## src/rtl/fetch_pc_gen_pkg.sv

```systemverilog
// fetch_pc_gen_pkg: shared widths, selection/state/correction codes for the fetch PC generator
package fetch_pc_gen_pkg;
  localparam int PC_W_DEF = 10;
  typedef enum logic [1:0] {SEL_PC1, SEL_IFPBT, SEL_CNI, SEL_EXEPBT} sel_t;
  typedef enum logic {ST_RUN, ST_REDIR} state_t;
  localparam logic [1:0] CORR_NONE = 2'b00;
  localparam logic [1:0] CORR_CNI  = 2'b10;
  localparam logic [1:0] CORR_PBT  = 2'b11;
  // code = {gated exe_correction, if_prediction}; 01x is not a real correction and falls back to PC+1
  function automatic sel_t decode_sel(input logic [2:0] code);
    return code[2] ? (code[1] ? SEL_EXEPBT : SEL_CNI) : (code == 3'b001 ? SEL_IFPBT : SEL_PC1);
  endfunction
endpackage

```

## src/rtl/fetch_pc_gen_next_pc_mux.sv

```systemverilog
// next_pc_mux: combinational next fetch PC selection with modulo-2^PC_W increment
module next_pc_mux
  import fetch_pc_gen_pkg::*;
#(
  parameter int PC_W = PC_W_DEF
) (
  input  logic [2:0]      sel,
  input  logic [PC_W-1:0] if_pc,
  input  logic [PC_W-1:0] if_pbt,
  input  logic [PC_W-1:0] exe_cni,
  input  logic [PC_W-1:0] exe_pbt,
  output logic [PC_W-1:0] next_pc
);
  sel_t s;
  assign s = decode_sel(sel);
  always_comb next_pc = s == SEL_IFPBT ? if_pbt :
                        s == SEL_CNI   ? exe_cni :
                        s == SEL_EXEPBT ? exe_pbt : if_pc + PC_W'(1);
endmodule

```

## src/rtl/fetch_pc_gen.sv

```systemverilog
// fetch_pc_gen: fetch PC register and IF/ID/EXE PC+valid pipeline driven by predictor outputs
// Optional FETCH_STATS_EN adds saturating redirect / taken-prediction counters.
module fetch_pc_gen
  import fetch_pc_gen_pkg::*;
#(
  parameter int              PC_W     = PC_W_DEF,
  parameter logic [PC_W-1:0] RESET_PC = '0
) (
  input  logic            CLK,
  input  logic            rst,
  input  logic            stall,
  input  logic            if_prediction,
  input  logic [PC_W-1:0] if_PBT,
  input  logic [1:0]      exe_correction,
  input  logic [PC_W-1:0] exe_PBT,
  input  logic [PC_W-1:0] exe_CNI,
  input  logic            flush,
  output logic [PC_W-1:0] if_PC,
  output logic [PC_W-1:0] id_PC,
  output logic [PC_W-1:0] exe_PC,
  output logic            id_valid,
  output logic            exe_valid,
  output logic            id_pred,
  output logic            exe_pred,
  output logic            redirect,
  output logic [15:0]     redirect_count,
  output logic [15:0]     taken_pred_count
);
  state_t state, state_nxt;
  logic [1:0] corr_g;
  logic corr, adv;
  logic [PC_W-1:0] next_pc;
  assign corr_g = (exe_valid && state == ST_RUN) ? exe_correction : CORR_NONE;
  assign corr = corr_g[1];
  assign adv = corr || !stall;
  assign redirect = corr;
  next_pc_mux #(.PC_W(PC_W)) u_mux (
    .sel     ({corr_g, if_prediction}),
    .if_pc   (if_PC),
    .if_pbt  (if_PBT),
    .exe_cni (exe_CNI),
    .exe_pbt (exe_PBT),
    .next_pc (next_pc)
  );
  always_comb state_nxt = corr ? ST_REDIR : ST_RUN;
  always_ff @(posedge CLK) state <= rst ? ST_RUN : state_nxt;
  always_ff @(posedge CLK) begin
    if (rst) begin
      if_PC     <= RESET_PC;
      id_PC     <= '0;
      exe_PC    <= '0;
      id_valid  <= 1'b0;
      exe_valid <= 1'b0;
      id_pred   <= 1'b0;
      exe_pred  <= 1'b0;
    end else if (adv) begin
      if_PC     <= next_pc;
      id_PC     <= if_PC;
      id_pred   <= if_prediction;
      id_valid  <= !corr && !flush;
      exe_PC    <= id_PC;
      exe_pred  <= id_pred;
      exe_valid <= !corr && id_valid;
    end else begin
      exe_PC    <= id_PC;
      exe_valid <= 1'b0;
      if (flush) id_valid <= 1'b0;
    end
  end
`ifdef FETCH_STATS_EN
  always_ff @(posedge CLK) begin
    if (rst) begin
      redirect_count   <= '0;
      taken_pred_count <= '0;
    end else begin
      if (corr && redirect_count != 16'hFFFF) redirect_count <= redirect_count + 16'd1;
      if (!corr && !stall && if_prediction && taken_pred_count != 16'hFFFF)
        taken_pred_count <= taken_pred_count + 16'd1;
    end
  end
`else
  assign redirect_count   = '0;
  assign taken_pred_count = '0;
`endif
endmodule

```

## config.mk

```make
export PLATFORM = sky130hd
export DESIGN_NAME = fetch_pc_gen
export DESIGN_NICKNAME = d
export VERILOG_FILES = /design/src/rtl/fetch_pc_gen_pkg.sv /design/src/rtl/fetch_pc_gen_next_pc_mux.sv /design/src/rtl/fetch_pc_gen.sv
export SDC_FILE = /design/constraint.sdc
export NUM_CORES = 1
export LEC_CHECK = 0
export ABC_AREA = 1
export BUFFER_PORTS_ARGS = -buffer_cell sky130_fd_sc_hd__buf_2
export CAP_MARGIN = 10
export CORE_ASPECT_RATIO = 0.7
export CORE_MARGIN = 4
export CORE_UTILIZATION = 33
export DETAILED_ROUTE_END_ITERATION = 10
export RECOVER_POWER = 50
export SYNTH_ARGS = -nofsm -noshare
export SYNTH_HDL_FRONTEND = slang
export SYNTH_HIERARCHICAL = 1
export SYNTH_SLANG_ARGS = --single-unit
```

## constraint.sdc

```tcl
create_clock -name CLK -period 1.8 [get_ports CLK]
set_input_delay 0.36 -clock CLK [delete_from_list [all_inputs] [get_ports CLK]]
set_output_delay 0.36 -clock CLK [all_outputs]
set_load 0.005 [all_outputs]
```

After elaboration in Yosys (flattened, before gate mapping)
Cells that the tools add are included.

Register bits after elaboration: 35. Bits of input ports: 37. Output and inout bits: 67. Word-level logic and storage cells: 34.

Add/sub/neg operators: 1. Equality and inequality tests: 4. Mux-type cells: 10. Bitwise operators: 2. Reduce and logical (&&, ||, !) cells: 9.

Operator list (number): $mux W10 (3); $add A10 B1 Y10 const B (1); $mux W1 (5); $eq A2 B2 Y1 const B (2); $mux W2 (2); $eq A3 B1 Y1 const B (1); $logic_and A1 B1 Y1 (3); $logic_not A1 Y1 (3); $eq A2 B1 Y1 const B (1); $not A1 Y1 (2); $reduce_bool A2 Y1 (1); $reduce_or A2 Y1 (1); $logic_or A1 B1 Y1 (1).

Logic depth before layout (Yosys ltp)
Gate-level depths: netlist (run 1).

Depth in word-level cells: 10. Depth in mapped cells: 11. Gate-level depth less buffers: 11.

Cells and area by module
Netlist (run 1), hierarchy kept.

By module, submodules not included: fetch_pc_gen (times used 1, cells an instance 211, area an instance 1655.3 um^2, sequential area each 700.7 um^2); next_pc_mux (times used 1, cells an instance 104, area an instance 503.0 um^2, sequential area each 0.0 um^2).

Worst setup path after synthesis (run 1)
Ideal clock, no wire load.

Kind: register -> register. Start: register exe_valid. End: register if_PC[7]. Library setup time: 0.064 ns. Arrival: 1.493 ns. Required time: 1.736 ns. Setup slack: 0.243 ns. Cell stages (with the launch flop): 10. Buffers on the path: 0. Period minus slack after synthesis: 1.557 ns. Cell sequence: dfxtp_1 > nand3_4 > inv_1 > inv_2 > nor2_8 > nand2_1 > and3_1 > a21oi_2 > a21oi_1 > nor2_1.

Longest elaborated chain between the ends: 9. Elaborated cells on any way between the ends: 13. Classes of those cells: eq/ne (4); mux (7); reduce/logical (2).

Ends and longest elaborated chain: start, declared (RTL line fetch_pc_gen.sv:22) `output logic exe_valid,`; start signal, assigned (RTL line fetch_pc_gen.sv:63) `exe_valid <= !corr && id_valid;`; $logic_and A1 B1 Y1 (*) (RTL line fetch_pc_gen.sv:33) `assign corr_g = (exe_valid && state == ST_RUN) ? exe_correction : CORR_NONE;`; $mux W2 (*) (RTL line fetch_pc_gen.sv:33); via redirect (RTL line fetch_pc_gen.sv:25) `output logic redirect,`; $eq A3 B1 Y1 (RTL line fetch_pc_gen_pkg.sv:11) `return code[2] ? (code[1] ? SEL_EXEPBT : SEL_CNI) : (code == 3'b001 ? SEL_IFPBT : SEL_PC1);`; $mux W1 (RTL line fetch_pc_gen_pkg.sv:11); $mux W2 (*) (RTL line fetch_pc_gen_pkg.sv:11); $eq A2 B2 Y1 (RTL line fetch_pc_gen_next_pc_mux.sv:18) `s == SEL_EXEPBT ? exe_pbt : if_pc + PC_W'(1);`; $mux W10 (RTL line fetch_pc_gen_next_pc_mux.sv:18); $mux W10 (RTL line fetch_pc_gen_next_pc_mux.sv:17) `s == SEL_CNI ? exe_cni :`; $mux W10 (*) (RTL line fetch_pc_gen_next_pc_mux.sv:16) `always_comb next_pc = s == SEL_IFPBT ? if_pbt :`; via next_pc[7] (RTL line fetch_pc_gen.sv:32) `logic [PC_W-1:0] next_pc;`; end signal, assigned (RTL line fetch_pc_gen.sv:57) `if_PC <= next_pc;`; end, declared (RTL line fetch_pc_gen.sv:18) `output logic [PC_W-1:0] if_PC,`.

The timed path passes the listed nets; every way through them passes the cells marked *. A chain may end at the register's enable or synchronous reset.

Final worst setup path (run 1)
Start: register exe_valid. End: output redirect.

Longest elaborated chain between the ends: 2.

Ends and longest elaborated chain (RTL line): $logic_and A1 B1 Y1 (fetch_pc_gen.sv:33); $mux W2 (fetch_pc_gen.sv:33); end, declared (fetch_pc_gen.sv:25).

No other way between the ends.

==> out/results.tsv, run 1 <==
stage	metric	value	unit
setup_path	worstPathMaxFanout	6	
global_routing	antenna_found_initial	0	
die	chipHeight	75.7	µm
route	drtAntennaViolNets	0	
die	die-area	7920	µm²
layout	postLayoutCellArea	2550	µm²
synth	synth_seq_cells	35	
status	status	completed	
setup_path	worstPathArrival	1.28	ns
flow_run	maxCapViolations	0	
synth	avgSynthCellArea	6.85	µm²
cts	clock_latency	0.28	ns
synth	synthCells	315	
min_path	hp-class	in2reg	
cts	cts_hold_buf	0	
timing	setup_violations	0	
route	drc	0	
global_routing	grt_use_total	14.1	%
layout	area_growth	18.4	%
die	io_pins	104	
layout	layout_common_cells	nand2_1, buf_2, nor2_1, a21oi_1, dfxtp_1	
power	power_density	755	nW/µm²
layout	drive_gt1_share	23.7	%
die	rows	24	
synth	ys_warn_count	6	
synth	yosys-top-cells-area	dfxtp_1, buf_4, nand2_1, nor2_1, a21oi_1	
place	postPlaceCellArea	2460	µm²
global_routing	gr-total-overflow	0	
route	vias	2108	
timing	slew_viol_final	0	
cts	numCtsBuffers	5	
setup_path	path_class	reg2out	
place	numPortBuffers	71	
setup_path	endpoint	redirect	
timing	hold_viol_final	0	
cts	cts_tree	done	
synth	ys_types	29	
setup_path	rrSetupSlack	0.21	ns
synth	synth_area_leader_cell	dfxtp_1	
setup_path	worstRegToRegCells	8	
synth	syn_area	2160	µm²
global_routing	grt_pass1_wl	9020	µm
timing	finClkSkew	0.00578	ns
cts	cts_setup_buffers	0	
synth	seq_area_frac_synth	32.5	%
die	fp.coreArea	6280	µm²
cts	cts.clk_slew.worst_paths	0.07	ns
die	die_w	105	µm
layout	final_common_cell	nand2_1	
cts	cts-root-buf	clkbuf_8	
setup_path	startpoint	exe_valid	
setup_path	r2r_end	if_PC[7]	
cts	cts.sinks	35	
cts	clockBufferDepth	2	
route	totalWireLength	5710	µm
route	drtPass1Iterations	4	
setup_path	end_kind	primary output	
cts	cts_resized	0	
timing	rsz0062_at_grt	no	
setup_path	start_kind	flip-flop	
route	avgRoutedWirePerCell	12.2	µm
setup_path	cp.required	1.44	ns
timing	finalCritPeriodShare	91.3	%
layout	diodes	0	
die	start_util	34.4	%
global_routing	grt_start_max_net_pins	46	
route	drtIter0Drc	140	
timing	fmax	609	MHz
layout	nNetsFinal	426	
setup_path	cp_slowest_cell	dfxtp_1	
place	gp_congestion	0.833	
power	p_leak	0.00132	µW
timing	tns	0	ns
power	ir_worst_vdd	302	µV
setup_path	critPathMaxStageDelay	0.40	ns
setup_path	timing.rr.start	exe_valid	
place	dp_hpwl	4420	µm
cts	htree_levels	2	
route	vias_per_cell	4.51	
global_routing	grt_pass1_vias	1906	
setup_path	worstPathCellList	nand3_4, inv_1, buf_4, buf_2	
timing	post-route-min-period	1.64	ns
synth	yosys.area.top_type_share	32.5	%
[metrics by stage]
step | utilization, % | std cells | hold WS (ns) | worst slack (ns) | total power [µW]
after global routing | 40.7 | 467 | 0.229 | 0.0340 | 2050
after detailed placement | 39.2 | 459 | 0.440 | 0.168 | 1240
after global placement | 39.2 | 459 | 0.435 | 0.181 | 1230
final | 40.7 | 467 | 0.235 | 0.157 | 1930
after CTS | 41.0 | 467 | 0.228 | 0.158 | 1950
after floorplan | - | 346 | 0.432 | 0.243 | 1140
[power by group]
part / switching [µW] / total (µW) / internal [µW]
sequential: 49.8 / 873 / 823
combinational: 192 / 340 / 148
clock: 303 / 716 / 412
total: 545 / 1930 / 1380
[cells by family (layout without fill, tap and decap cells)]
| logic type | after synthesis | in the layout | synth area share, % |
|---|---|---|---|
| simple gates | 148 | 148 | 32.0 |
| buf+inv | 83 | 126 | 22.7 |
| compound gates | 46 | 46 | 11.7 |
| flops | 35 | 35 | 32.5 |
| fa+ha+maj | 1 | 1 | 0.580 |
| other cells | 1 | 32 | 0.174 |
| xor+xnor | 1 | 1 | 0.406 |
[sequential cells by signal (all words and copies together) (netlist names)]
register / count
id_PC: 10
id_pred: 1
exe_pred: 1
exe_PC: 10
state: 1
if_PC: 10
exe_valid: 1
id_valid: 1
[synth_stat cells, drive strengths merged]
library cell   n
inv           38
nor3           1
nand4          1
o21bai         1
nand3         36
conb           1
a31oi          1
a21o           1
and3           2
nor2          52
buf           44
xor2           1
a21oi         37
o21ai          5
a41oi          1
ha             1
dfxtp         35
clkbuf         1
nand2         56
[worst min-delay path by stage]
stage / startpoint / to / slack, ns / cells after the start
after floorplan: rst / exe_PC[9] / 0.43 / 1
after detailed placement: id_PC[4] / exe_PC[4] / 0.44 / 2
after global routing: flush / id_valid / 0.23 / 2
after CTS: flush / id_valid / 0.23 / 2
after global placement: id_PC[8] / exe_PC[8] / 0.44 / 2
final: flush / id_valid / 0.24 / 2
[worst max-delay path, delay by kind of cell (launching register included)]
family	cells	cell delay, ns
simple gates	1	0.08
flops	1	0.40
buf+inv	3	0.53
[metal layers]
| layer | global-route usage (%) | part of all wire, % |
|---|---|---|
| met1 | 18.6 | 47 |
| met2 | 23.2 | 45 |
| met3 | 4.83 | 7.3 |
| met4 | 2.47 | 0.58 |
| met5 | 0 | 0 |
[layout make-up]
cell class                 instances  area [µm²]
sequential                        35         701
clock buffer                       5        68.8
multi-input combinational        228        1080
tap                               78        97.6
timing repair buffer              80         415
fill                             693        3720
inverter                          38         145
clock inverter                     3        43.8
Note: power is estimated with default switching activity, not from simulation.
==> inputs of run 2 (changes only) <==
--- a/config.mk
+++ b/config.mk
@@ -9,7 +9,7 @@
 export BUFFER_PORTS_ARGS = -buffer_cell sky130_fd_sc_hd__buf_2
 export CAP_MARGIN = 10
 export CORE_ASPECT_RATIO = 0.7
-export CORE_MARGIN = 4
+export CORE_MARGIN = 2
 export CORE_UTILIZATION = 33
 export DETAILED_ROUTE_END_ITERATION = 10
 export RECOVER_POWER = 50
==> out/results.tsv, run 2 (synthesis gave the netlist of run 1 again) <==
stage	metric	value	unit	change
layout	area_growth	18.3	%	was 18.4%
setup_path	worstRegToRegCells	9		was 8
place	numPortBuffers	71		unchanged
status	status	completed		unchanged
power	power.switching_fraction	28.2	%	about the same
min_path	hp-class	in2reg		unchanged
die	die-area	7210	µm²	was 7920 µm²
die	io_pins	104		unchanged
timing	tns	0	ns	unchanged
cts	cts.sinks	35		unchanged
global_routing	antenna_found_initial	0		unchanged
cts	cts_hold_buf	0		unchanged
route	drc	0		unchanged
setup_path	cp.required	2.03	ns	was 1.44 ns
power	ir_worst_vdd	374	µV	was 302 µV
setup_path	start_kind	flip-flop		unchanged
timing	setup_violations	0		unchanged
power	p_leak	0.00133	µW	was 0.00132 µW
layout	reg_top3	exe_PC x10, id_PC x10, if_PC x10		unchanged
power	p_int	1380	µW	about the same
layout	layout_common_cells	buf_2, nand2_1, nor2_1, a21oi_1, dfxtp_1		was nand2_1, buf_2, nor2_1, a21oi_1, dfxtp_1
route	wl_met1	2510	µm	was 2690 µm
timing	hold_slack	0.223	ns	was 0.235 ns
setup_path	rrSetupSlack	0.21	ns	about the same
cts	cts_tree	done		unchanged
place	place_ws	0.172	ns	was 0.168 ns
place	gp_congestion	0.829		was 0.833
setup_path	worstPathMaxFanout	10		was 6
cts	clock_latency	0.29	ns	was 0.28 ns
power	combPwrFrac	17.3	%	was 17.6%
die	start_util	34.4	%	unchanged
setup_path	crit_family	simple AND/OR/NAND/NOR gates		was buffers and inverters
timing	hold_viol_final	0		unchanged
layout	nNetsFinal	425		was 426
power	pwr-share-clk	37.5	%	was 37.1%
timing	slew-limit-headroom	61.5	%	
die	fp.coreArea	6280	µm²	unchanged
setup_path	path_class	reg2reg		was reg2out
timing	worst_slew_pin_slew	0.578	ns	
cts	cts.clk_slew.worst_paths	0.08	ns	was 0.07 ns
setup_path	r2r_end	if_PC[7]		unchanged
global_routing	gr-total-overflow	0		unchanged
setup_path	endpoint	if_PC[7]		was redirect
layout	fin_util	40.7	%	about the same
place	dp_hpwl	3900	µm	was 4420 µm
cts	clockBufferDepth	2		unchanged
layout	seq_area	701	µm²	unchanged
global_routing	grt_start_max_net_pins	46		unchanged
layout	final_common_cell	buf_2		was nand2_1
setup_path	critPathMaxStageDelay	0.40	ns	about the same
power	seqPwrFrac	45.3	%	about the same
timing	rsz0062_at_grt	no		unchanged
layout	final.fill_count	723		was 693
route	drtPass1Iterations	4		unchanged
global_routing	grt_pass1_vias	1833		was 1906
timing	slew_viol_final	0		unchanged
cts	cts-root-buf	clkbuf_8		unchanged
setup_path	worstPathCellList	and3_1, buf_4, nand2_1, inv_2, nand2_1, and3_1, a21oi_2, a21oi_1, nor2_1		was nand3_4, inv_1, buf_4, buf_2
timing	fmax	628	MHz	was 609 MHz
route	top_layer	met4		unchanged
layout	diodes	0		unchanged
route	drtAntennaViolNets	0		unchanged
die	chipHeight	71.7	µm	was 75.7 µm
timing	post-route-min-period	1.59	ns	was 1.64 ns
global_routing	grt_pass1_wl	8490	µm	was 9020 µm
route	avgRoutedWirePerCell	11.2	µm	was 12.2 µm
setup_path	timing.rr.start	exe_valid		unchanged
timing	finClkSkew	0.00452	ns	was 0.00578 ns
flow_run	maxCapViolations	0		unchanged
setup_path	end_kind	flip-flop		was primary output
cts	numCtsBuffers	5		unchanged
timing	setup_ws	0.208	ns	was 0.157 ns
setup_path	path_buf_inv	2		was 3
route	drtIter0Drc	67		was 140
route	wl_met2	2270	µm	was 2570 µm
power	switching_power	542	µW	was 545 µW
power	power.total	1930	µW	about the same
cts	cts_setup_buffers	0		unchanged
layout	multiInputGateArea	1080	µm²	unchanged
power	power_density	754	nW/µm²	was 755 nW/µm²
setup_path	critical_path_depth	9		was 4
global_routing	grt_use_total	14.6	%	was 14.1%
route	totalWireLength	5210	µm	was 5710 µm
setup_path	startpoint	exe_valid		unchanged
die	rows	24		unchanged
cts	htree_levels	2		unchanged
cts	cts_resized	0		unchanged
layout	drive_gt1_share	24.7	%	was 23.7%
route	wl_met3	390	µm	was 417 µm
setup_path	worstPathArrival	1.83	ns	was 1.28 ns
route	vias	2045		was 2108
die	die_w	101	µm	was 105 µm
route	vias_per_cell	4.39		was 4.51
setup_path	cp_slowest_cell	dfxtp_1		unchanged
timing	finalCritPeriodShare	88.4	%	was 91.3%
## run 2: changes by cell type in the layout (fill, tap and decap cells not counted), sizes merged
cell    previous run  this run
clkbuf            21        16
buf               64        68
## run 2: layout make-up
type	count	area share, %
Tap cell	78	3.82
Timing Repair Buffer	79	16.2
Inverter	38	5.68
Multi-Input combinational cell	228	42.4
Sequential cell	35	27.4
Clock inverter	3	1.71
Clock buffer	5	2.69
## run 2: layer usage
| layer | up-vias | track usage [%] |
|---|---|---|
| li1 | 1072 | - |
| met1 | 905 | 20.2 |
| met2 | 64 | 22.5 |
| met3 | 4 | 4.20 |
| met4 | 0 | 3.50 |
| met5 | - | 0 |
## run 2: worst min path at each step
stage                   from   endpoint  cells after the start
floorplan                rst  exe_PC[9]                      1
global placement    id_PC[6]  exe_PC[6]                      2
detailed placement  id_PC[5]  exe_PC[5]                      2
CTS                    flush   id_valid                      2
global route           flush   id_valid                      2
finish                 flush   id_valid                      2
## run 2: power groups by stage
stage	Clock (µW)	Sequential [µW]	Combinational (µW)
3_5_place_dp	0	890	338
2_1_floorplan	0	885	260
5_1_grt	775	880	381
6_report	722	872	332
3_3_place_gp	0	890	336
4_1_cts	746	872	340
## run 2: worst reg2reg max path: stages, from the launching register on
cell and delay [ns]:
dfxtp_1 0.40, and3_1 0.23, buf_4 0.15, nand2_1 0.06, inv_2 0.17, nand2_1 0.07, and3_1 0.17, a21oi_2 0.13
a21oi_1 0.05, nor2_1 0.11
## run 2: metrics by stage
step | cells | cell area (µm²)
CTS | 466 | 2570
finish | 466 | 2550
floorplan | 346 | 2270
global placement | 458 | 2450
detailed placement | 458 | 2450
global route | 466 | 2550
